File: src/rtl/io_input_cond_if.sv
// Board-input bundle: raw switch/button pins in, conditioned CPU-facing values out.
// Latency: none, declarations only.
// Backpressure: none; outputs are levels or single-cycle pulses with no handshake.
//
// Signals:
//   sw_in[23:0]   raw board switches, asynchronous and bouncing
//   btn_in        raw start button, asynchronous and bouncing
//   io_rdata[23:0] conditioned switch value (CPU io_rdata)
//   io_changed    one-cycle pulse when io_rdata takes a new value
//   start_uart    one-cycle pulse per accepted button press (CPU start_uart)
// The master modport drives the raw pins; the slave modport is the conditioner.
interface io_input_cond_if;
    logic [23:0] sw_in;
    logic        btn_in;
    logic [23:0] io_rdata;
    logic        io_changed;
    logic        start_uart;

    modport master (
        output sw_in,
        output btn_in,
        input  io_rdata,
        input  io_changed,
        input  start_uart
    );

    modport slave (
        input  sw_in,
        input  btn_in,
        output io_rdata,
        output io_changed,
        output start_uart
    );
endinterface

File: src/rtl/io_input_cond.sv
// Synchronises and debounces the 24 board switches and the start button.
// Latency: DEBOUNCE_CYCLES+3 edges from a clean input step to io_rdata (3 edges without debounce).
// Backpressure: none; io_changed/start_uart are fire-and-forget single-cycle pulses.
//
// Ports:
//   clk       system clock, single domain, rising edge
//   fpga_rst  synchronous active-high reset
//   io        io_input_cond_if.slave: sw_in/btn_in in, io_rdata/io_changed/start_uart out
// Build option: define IO_INPUT_DEBOUNCE_EN to build the debounce counters; when it is
// undefined the synchronised inputs are passed straight through and DEBOUNCE_CYCLES is ignored.
// DEBOUNCE_CYCLES legal range is 2 .. 2**24.
module io_input_cond #(
    parameter int DEBOUNCE_CYCLES = 1000000
) (
    input  logic           clk,
    input  logic           fpga_rst,
    io_input_cond_if.slave io
);

    // Two-flop synchronisers for the asynchronous board pins.
    logic [23:0] s1_sw_q;
    logic [23:0] s2_sw_q;
    logic        s1_btn_q;
    logic        s2_btn_q;

    // Conditioned outputs plus the one-cycle-old copies used for edge/change detection.
    logic [23:0] io_rdata_q;
    logic [23:0] io_rdata_d;
    logic [23:0] prev_rdata_q;
    logic        io_changed_q;
    logic        btn_db_q;
    logic        btn_db_d;
    logic        btn_prev_q;
    logic        start_uart_q;

`ifdef IO_INPUT_DEBOUNCE_EN
    // Narrowest counter that still holds DEBOUNCE_CYCLES-1.
    localparam int                CNT_W   = (DEBOUNCE_CYCLES > 2) ? $clog2(DEBOUNCE_CYCLES) : 1;
    localparam logic [CNT_W-1:0]  CNT_MAX = CNT_W'(DEBOUNCE_CYCLES - 1);

    logic [23:0]      cand_sw_q;
    logic [23:0]      cand_sw_d;
    logic [CNT_W-1:0] cnt_sw_q;
    logic [CNT_W-1:0] cnt_sw_d;
    logic             cand_btn_q;
    logic             cand_btn_d;
    logic [CNT_W-1:0] cnt_btn_q;
    logic [CNT_W-1:0] cnt_btn_d;

    // Switch path: any change of the synchronised value restarts the stability count.
    // Once the count saturates the candidate is reloaded every edge; reloading an
    // unchanged value is harmless because io_changed compares against the old value.
    always_comb begin
        cand_sw_d  = cand_sw_q;
        cnt_sw_d   = cnt_sw_q;
        io_rdata_d = io_rdata_q;
        if (s2_sw_q != cand_sw_q) begin
            cand_sw_d = s2_sw_q;
            cnt_sw_d  = '0;
        end else if (cnt_sw_q == CNT_MAX) begin
            io_rdata_d = cand_sw_q;
        end else begin
            cnt_sw_d = cnt_sw_q + CNT_W'(1);
        end
    end

    // Button path: identical structure, fully separate state.
    always_comb begin
        cand_btn_d = cand_btn_q;
        cnt_btn_d  = cnt_btn_q;
        btn_db_d   = btn_db_q;
        if (s2_btn_q != cand_btn_q) begin
            cand_btn_d = s2_btn_q;
            cnt_btn_d  = '0;
        end else if (cnt_btn_q == CNT_MAX) begin
            btn_db_d = cand_btn_q;
        end else begin
            cnt_btn_d = cnt_btn_q + CNT_W'(1);
        end
    end

    always_ff @(posedge clk) begin
        if (fpga_rst) begin
            cand_sw_q  <= '0;
            cnt_sw_q   <= '0;
            cand_btn_q <= 1'b0;
            cnt_btn_q  <= '0;
        end else begin
            cand_sw_q  <= cand_sw_d;
            cnt_sw_q   <= cnt_sw_d;
            cand_btn_q <= cand_btn_d;
            cnt_btn_q  <= cnt_btn_d;
        end
    end
`else
    // Pass-through build: the parameter has no effect here.
    logic unused_cfg;
    assign unused_cfg = (DEBOUNCE_CYCLES > 0);

    always_comb begin
        io_rdata_d = s2_sw_q;
        btn_db_d   = s2_btn_q;
    end
`endif

    // Synchronisers, conditioned values and pulse generation. The previous-value
    // registers are cleared with everything else so reset release never pulses.
    always_ff @(posedge clk) begin
        if (fpga_rst) begin
            s1_sw_q      <= '0;
            s2_sw_q      <= '0;
            s1_btn_q     <= 1'b0;
            s2_btn_q     <= 1'b0;
            io_rdata_q   <= '0;
            prev_rdata_q <= '0;
            io_changed_q <= 1'b0;
            btn_db_q     <= 1'b0;
            btn_prev_q   <= 1'b0;
            start_uart_q <= 1'b0;
        end else begin
            s1_sw_q      <= io.sw_in;
            s2_sw_q      <= s1_sw_q;
            s1_btn_q     <= io.btn_in;
            s2_btn_q     <= s1_btn_q;
            io_rdata_q   <= io_rdata_d;
            // Pulse lands one edge after io_rdata takes a different value.
            prev_rdata_q <= io_rdata_q;
            io_changed_q <= (io_rdata_q != prev_rdata_q);
            btn_db_q     <= btn_db_d;
            // Rising edge of the debounced button only; release gives nothing.
            btn_prev_q   <= btn_db_q;
            start_uart_q <= btn_db_q & ~btn_prev_q;
        end
    end

    assign io.io_rdata   = io_rdata_q;
    assign io.io_changed = io_changed_q;
    assign io.start_uart = start_uart_q;

endmodule

File: src/flat_wrapper.sv
// flat-port wrapper written by rule: the top's interface ports become plain ports
module io_input_cond_flat 
#(
    parameter int DEBOUNCE_CYCLES = 1000000
)
  (clk, fpga_rst, io_sw_in, io_btn_in, io_io_rdata, io_io_changed, io_start_uart);
  io_input_cond_if io_i ();
  input  logic clk;
  input  logic fpga_rst;
  input wire logic [$bits(io_i.sw_in)-1:0] io_sw_in;
  input wire logic [$bits(io_i.btn_in)-1:0] io_btn_in;
  output wire logic [$bits(io_i.io_rdata)-1:0] io_io_rdata;
  output wire logic [$bits(io_i.io_changed)-1:0] io_io_changed;
  output wire logic [$bits(io_i.start_uart)-1:0] io_start_uart;
  assign io_i.sw_in = io_sw_in;
  assign io_i.btn_in = io_btn_in;
  assign io_io_rdata = io_i.io_rdata;
  assign io_io_changed = io_i.io_changed;
  assign io_start_uart = io_i.start_uart;
  io_input_cond #(.DEBOUNCE_CYCLES(DEBOUNCE_CYCLES)) u_core (.clk(clk), .fpga_rst(fpga_rst), .io(io_i));
endmodule
File: config.mk
export PLATFORM = sky130hd
export DESIGN_NAME = io_input_cond_flat
export DESIGN_NICKNAME = d
export VERILOG_FILES = /design/src/rtl/io_input_cond_if.sv /design/src/rtl/io_input_cond.sv /design/src/flat_wrapper.sv
export SDC_FILE = /design/constraint.sdc
export NUM_CORES = 1
export LEC_CHECK = 0
export ABC_AREA = 0
export CAP_MARGIN = 20
export CORE_ASPECT_RATIO = 1.5
export CORE_MARGIN = 1
export CORE_UTILIZATION = 40
export DETAILED_ROUTE_END_ITERATION = 8
export HOLD_SLACK_MARGIN = 0.05
export SLEW_MARGIN = 0
export SYNTH_ARGS = -nofsm -noshare
export SYNTH_HDL_FRONTEND = slang
export SYNTH_SLANG_ARGS = --single-unit
File: constraint.sdc
create_clock -name clk -period 2.3 [get_ports clk]
set_input_delay 0.345 -clock clk [delete_from_list [all_inputs] [get_ports clk]]
set_output_delay 0.345 -clock clk [all_outputs]
set_load 0.05 [all_outputs]
; Yosys cells after proc, flatten, opt, wreduce, memory -nomap -nowiden
; Index checks and enable logic that the tools add are counted.
[word_totals]
ff_bits = 102
input_bits = 27
out_inout_bits = 26
elab_cells = 13
[op_classes]
n_eq_ne = 1
bitwise_logic = 2
[op_table]
columns = op, n
row1 = 24-bit inequality test, 1
row2 = 1-bit AND, 1
row3 = 1-bit NOT, 1

; Longest topological paths before layout
; Gate-level depths: netlist (run 1).
[logic_depth]
depth_word = 2
depth_mapped = 4
depth_no_buf = 4

; Worst setup path before layout (run 1)
; No wires, ideal clock.
[synth_path]
path_kind = register -> register
start = register u_core.io_rdata_q[6], in the netlist u_core.io.io_rdata[6]
end = register u_core.io_changed_q, in the netlist u_core.io.io_changed
setup_ps = 132
arrival_time_ps = 1262
t_required_ps = 2168
setup_slack_ps = 906
path_stages_with_launch = 5
path_buffers = 0
synth_period_minus_slack_ps = 1394
cell_sequence = dfxtp_1 > xnor2_1 > nand4_1 > nor4_1 > a31oi_1
[synth_between]
elab_chain_cells = 1
[synth_lines]
columns = element, line
row1 = start: declaration, io_input_cond.sv:27  ; logic [23:0] io_rdata_q;
row2 = start signal: assignment, io_input_cond.sv:125  ; io_rdata_q <= io_rdata_d;
row3 = 24-bit inequality test, io_input_cond.sv:128  ; io_changed_q <= (io_rdata_q != prev_rdata_q);
row4 = end signal: assignment, io_input_cond.sv:128
row5 = end: declaration, io_input_cond.sv:30  ; logic io_changed_q;
; No other way between the ends.
; A chain may end at the register's enable or synchronous reset.

; Worst setup path in the final report (run 1)
[layout_path]
start = register u_core.io_rdata_q[1], in the netlist u_core.io.io_rdata[1]
end = output io_io_rdata[1]
[layout_rtl]
columns = element, line
row1 = end: declaration, flat_wrapper.sv:12  ; output wire logic [$bits(io_i.io_rdata)-1:0] io_io_rdata;
; No word-level cell between the ends.

==> results.toml, run 1 <==
[run_status]
status = "complete, no violations"

[layout]
fin_nets = 326
area_delta_synth_final_pct = 25.8
fin_area_um2 = 3820
antennaDiodeCount = 0
layoutNonFillerInstCount = 404
drive_gt1_share_pct = 5.26

[timing]
hold_violations = 0
finalSetupViolCount = 0
tightest_slew_ns = 0.518
timing.slew.headroom_pct = 65.3
post-route-min-period_ns = 1.94
max_freq_ghz = 0.516
drv_slew = 0
period_share_pct = 84.3
hold_ws_ns = 0.396
finalClockSkew_ns = 0.00540
tns_ns = 0
rsz0062_at_grt = "no"

[floorplanning]
die_area_um2 = 7950
start_util_pct = 41.7
io_pins = 53
die_h_um = 109
placementRows = 38
die_w_um = 73.1
core_area_um2 = 7270

[route]
finalWirelength_mm = 4.06
drtIter0Drc = 56
ant_nets = 0
drc = 0
viasPerCell = 3.96
drt_first_pass_iters = 3
vias = 1599
wl_per_cell_um = 10.1

[clock_network]
cts_sinks = 102
post_cts_buffers = 0
cts_tree = "built"
root_buffer = "clkbuf_8"
cts_buffer_depth = 2
path_clk_slew_ns = 0.08
cts_hold_buf = 0
numCtsBuffers = 9
cts_max_level = 3
clk_latency_ns = 0.35
cts_resized = 0

[yosys]
yosysSeqAreaShare_pct = 67.3
synth_top_area_share_pct = 67.3
yosys-top-cells-count = "dfxtp_1 (102), nor2b_1 (56), and2b_1 (45)"
synth_top_area_cell = "dfxtp_1"
synth-edff-count = 0
async_flop_share_pct = 0
syn_inst = 246
synth_cell_type_count = 10
synth.cell_area_um2 = 3040
synthFlopType = "dfxtp_1"
synth-warning-count = 0
ys_top_cells_by_area = "dfxtp_1 (67%), nor2b_1 (12%), and2b_1 (11%), xnor2_1 (4.6%), xor2_1 (2.3%)"
synthMostInstantiatedCell = "dfxtp_1"
synth_nets = 273
synth-seq-cells = 102
synth_area_per_cell_um2 = 12.3

[min_path]
min_from = "u_core.btn_prev_q"
whs_path_depth = 1
hold_path_class = "flip-flop to flip-flop"
hold-path-endpoint = "u_core.io.start_uart"

[worst_setup_path]
cp-start-kind = "flip-flop"
path_buf_inv = 1
cpMaxStageDelayCell = "clkdlybuf4s50_1"
cp-end-kind = "output port"
r2r_slack_ns = 0.99
slowest_delay_ns = 0.84
crit_path_max_fanout = 3
r2r_cells = 4
crit_family = "buffers and inverters"
crit_type = "flip-flop to output port"
arrival_ns = 1.59
crit_required_ns = 1.96
path_cells = "clkdlybuf4s50_1"
r2r-start = "u_core.io.io_rdata[16]"
r2r_end = "u_core.io.io_changed"

[global_route]
grt_pass1_vias = 1496
grt_usage_pct = 11.6
antenna_found_initial = 0
grt_pass1_wl_mm = 6.66
grt_max_degree = 102
overflow = 0

[pwr]
combPwrFrac_pct = 7.1
intPower_mw = 2.36
pwr_density_cell_nw_per_um2 = 792
clkPwrFrac_pct = 31.8
ir_worst_vdd_mv = 0.384
p_sw_mw = 0.664
leakagePower_nw = 1.62
pwr-share-seq_pct = 61.1
p_sw_share_pct = 22.0

[placed_design]
place_area_um2 = 3650
dp_cells = 388
port-buffer-count = 52
gp_congestion = 0.659
dp_hpwl_mm = 2.61

[job]
max-cap-violations = 0
[metal layers]
layer,routed length [µm],part of all wire [%],vias to the layer above,global-route usage [%]
met3,217,5.3,6,5.18
met4,71,1.7,0,7.14
met5,0,0,-,0
met1,1830,45,699,12.8
li1,-,-,857,-
met2,1950,48,37,18.1
[cells in the final DEF (no fill, tap or decap), drive strengths merged]
cell,n
clkinv,3
xor2,8
and2b,45
clkdlybuf4s50,51
clkinvlp,1
nor4,3
buf,2
nand4,4
nor2b,56
dfxtp,102
xnor2,16
clkbuf,12
a31oi,1
[worst max path at each step]
stage,from,endpoint,cells after the start
6_report,u_core.io.io_rdata[1],io_io_rdata[1],1
5_1_grt,u_core.io.io_rdata[0],io_io_rdata[0],1
4_1_cts,u_core.io.io_rdata[1],io_io_rdata[1],1
3_5_place_dp,u_core.io.io_rdata[0],io_io_rdata[0],1
3_3_place_gp,u_core.io.io_rdata[0],io_io_rdata[0],1
2_1_floorplan,u_core.io.io_rdata[6],u_core.io.io_changed,4
[registers in the layout (all words and copies together) (netlist names)]
register,flops
u_core.io.io_rdata,24
u_core.btn_prev_q,1
u_core.io.start_uart,1
u_core.prev_rdata_q,24
u_core.btn_db_q,1
u_core.io_rdata_d,24
u_core.io.io_changed,1
u_core.s1_sw_q,24
u_core.btn_db_d,1
u_core.s1_btn_q,1
[logic make-up after synthesis]
| group | synth area share (%) |
|---|---|
| xor gates and xnor gates | 6.92 |
| and+or+nand+nor | 24.1 |
| AOI/OAI and AO/OA | 0.206 |
| buffers and inverters | 1.48 |
| DFF | 67.3 |
[final cells by class]
| cell class | instances | area (µm²) |
|---|---|---|
| fill | 659 | 3460 |
| multi-input combinational | 133 | 948 |
| clock inverter | 4 | 22.5 |
| clock buffer | 12 | 145 |
| sequential | 102 | 2040 |
| timing repair buffer | 53 | 536 |
| tap | 100 | 125 |
[power groups by stage]
stage | clock network (mW) | registers, mW | logic, mW
after CTS | 1.00 | 1.85 | 0.220
final | 0.961 | 1.85 | 0.215
after floorplan | 0 | 1.93 | 0.0881
after detailed placement | 0 | 1.89 | 0.219
after global placement | 0 | 1.89 | 0.219
after global routing | 1.09 | 1.85 | 0.235
[per-stage QoR]
step           setup slack [ns]  total power [mW]  utilization [%]
2_1_floorplan             0.906              2.02                -
3_3_place_gp              0.745              2.11             50.2
3_5_place_dp              0.749              2.11             50.2
4_1_cts                   0.350              3.07             52.5
5_1_grt                   0.311              3.18             52.5
6_report                  0.362              3.02             52.5
No activity file was read; power rests on OpenSTA's default activity.
==> run 2: changes to the inputs <==
==> constraint.sdc (replaced) <==
create_clock -name clk -period 1.9 [get_ports clk]
set_input_delay 0.285 -clock clk [delete_from_list [all_inputs] [get_ports clk]]
set_output_delay 0.285 -clock clk [all_outputs]
set_load 0.05 [all_outputs]
==> run 2 against run 1 <==
Critical path depth unchanged. Sequential power up 21%. First-iteration DRC count down 43%. Die area unchanged. Combinational power up 21%. Clock skew down 0.00087 ns. Critical path type unchanged.
==> results.toml, run 2 (same netlist as run 1, synthesis figures left out) <==
[floorplanning]
io_pins = 53
die_h_um = 109
core_area_um2 = 7270
die_w_um = 73.1
start_util_pct = 41.7
die_area_um2 = 7950
placementRows = 38

[route]
viasPerCell = 3.99
drc = 0
drtIter0Drc = 32
ant_nets = 0
drt_first_pass_iters = 5
vias = 1606
wl_per_cell_um = 10.1
finalWirelength_mm = 4.06

[min_path]
hold_path_class = "flip-flop to flip-flop"
hold-path-endpoint = "u_core.io.start_uart"
whs_path_depth = 1
min_from = "u_core.btn_prev_q"

[pwr]
leakagePower_nw = 1.76
total_power_mw = 4.03
ir_worst_vdd_mv = 0.497
pwr_density_cell_nw_per_um2 = 1030

[clock_network]
path_clk_slew_ns = 0.09
cts_tree = "built"
cts_sinks = 102
numCtsBuffers = 9
cts_buffer_depth = 2
root_buffer = "clkbuf_8"
post_cts_buffers = 0
cts_max_level = 3
clk_latency_ns = 0.35
cts_resized = 0
cts_hold_buf = 0

[worst_setup_path]
cp-start-kind = "flip-flop"
cp-end-kind = "output port"
r2r_slack_ns = 0.57
arrival_ns = 1.56
startpoint = "u_core.io.io_rdata[3]"
r2r-start = "u_core.io.io_rdata[6]"
r2r_cells = 4
crit_path_max_fanout = 3
r2r_end = "u_core.io.io_changed"
slowest_delay_ns = 0.83
crit_type = "flip-flop to output port"
crit_required_ns = 1.62
path_buf_inv = 1
crit_family = "buffers and inverters"
cpMaxStageDelayCell = "clkdlybuf4s50_1"
path_cells = "clkdlybuf4s50_1"

[timing]
finalSetupViolCount = 0
timing.slew.headroom_pct = 63.8
post-route-min-period_ns = 1.85
tns_ns = 0
hold_violations = 0
setup_ws_ns = 0.0514
rsz0062_at_grt = "no"
drv_slew = 0
max_freq_ghz = 0.541
finalClockSkew_ns = 0.00453
tightest_slew_ns = 0.542
period_share_pct = 97.3
hold_ws_ns = 0.396

[placed_design]
port-buffer-count = 52
dp_hpwl_mm = 2.59
dp_slack_ns = 0.406
dp_cells = 388
gp_congestion = 0.639

[global_route]
grt_usage_pct = 11.7
overflow = 0
grt_pass1_wl_mm = 6.60
grt_pass1_vias = 1422
antenna_found_initial = 0
grt_max_degree = 102

[layout]
fin_nets = 326
antennaDiodeCount = 0
nFillCells = 670
drive_gt1_share_pct = 6.27
layoutNonFillerInstCount = 403
area_delta_synth_final_pct = 28.4
final_common_cell = "dfxtp_1"
final_cell_mix = "dfxtp_1 (102), nor2b_1 (56), and2b_1 (45)"

[run_status]
status = "complete, no violations"

[job]
max-cap-violations = 0
run 2: cell count changes in the layout (fill, tap and decap cells not counted), sizes merged:
cell           delta
dlymetal6s2s      +6
clkdlybuf4s50     -8
bufinv            +3
buf               +2
clkbuf            -3
clkinv            -1
run 2: worst max-delay path by stage:
stage / end / slack (ns) / cells past startpoint
floorplan: u_core.io.io_changed / 0.51 / 4
global placement: io_io_rdata[0] / 0.41 / 1
detailed placement: io_io_rdata[0] / 0.41 / 1
CTS: io_io_rdata[0] / 0.01 / 1
global route: io_io_rdata[3] / 0.0008 / 1
finish: io_io_rdata[3] / 0.05 / 1
run 2: power by group:
group | switching, mW | total, mW | internal [mW]
registers | 0.0244 | 2.23 | 2.21
clock network | 0.670 | 1.54 | 0.867
logic | 0.123 | 0.261 | 0.138
run 2: final cells by class:
class	instances	area [µm²]	share of cell area (%)
clock buffer	9	124	3.18
clock inverter	6	111	2.86
multi-input combinational	133	948	24.3
sequential	102	2040	52.4
tap	100	125	3.21
timing repair buffer	53	546	14.0
run 2: metal layers:
metal / track usage [%] / part of all wire, %
met5: 0 / 0
met4: 10.9 / 4.3
met3: 3.14 / 4.1
met2: 17.1 / 47
met1: 13.7 / 45
run 2: metrics by stage:
step	area, µm²	util, %
final	3900	53.6
after global routing	3900	53.6
after CTS	3880	53.4
after detailed placement	3650	50.1
after global placement	3650	50.1
after floorplan	3040	-
run 2: worst register-to-register path: cells and delay by family, from the launching register on:
kind,cells,cell delay [ns]
xor gates and xnor gates,1,0.14
DFF,1,0.36
AOI/OAI and AO/OA,1,0.14
and+or+nand+nor,2,0.56
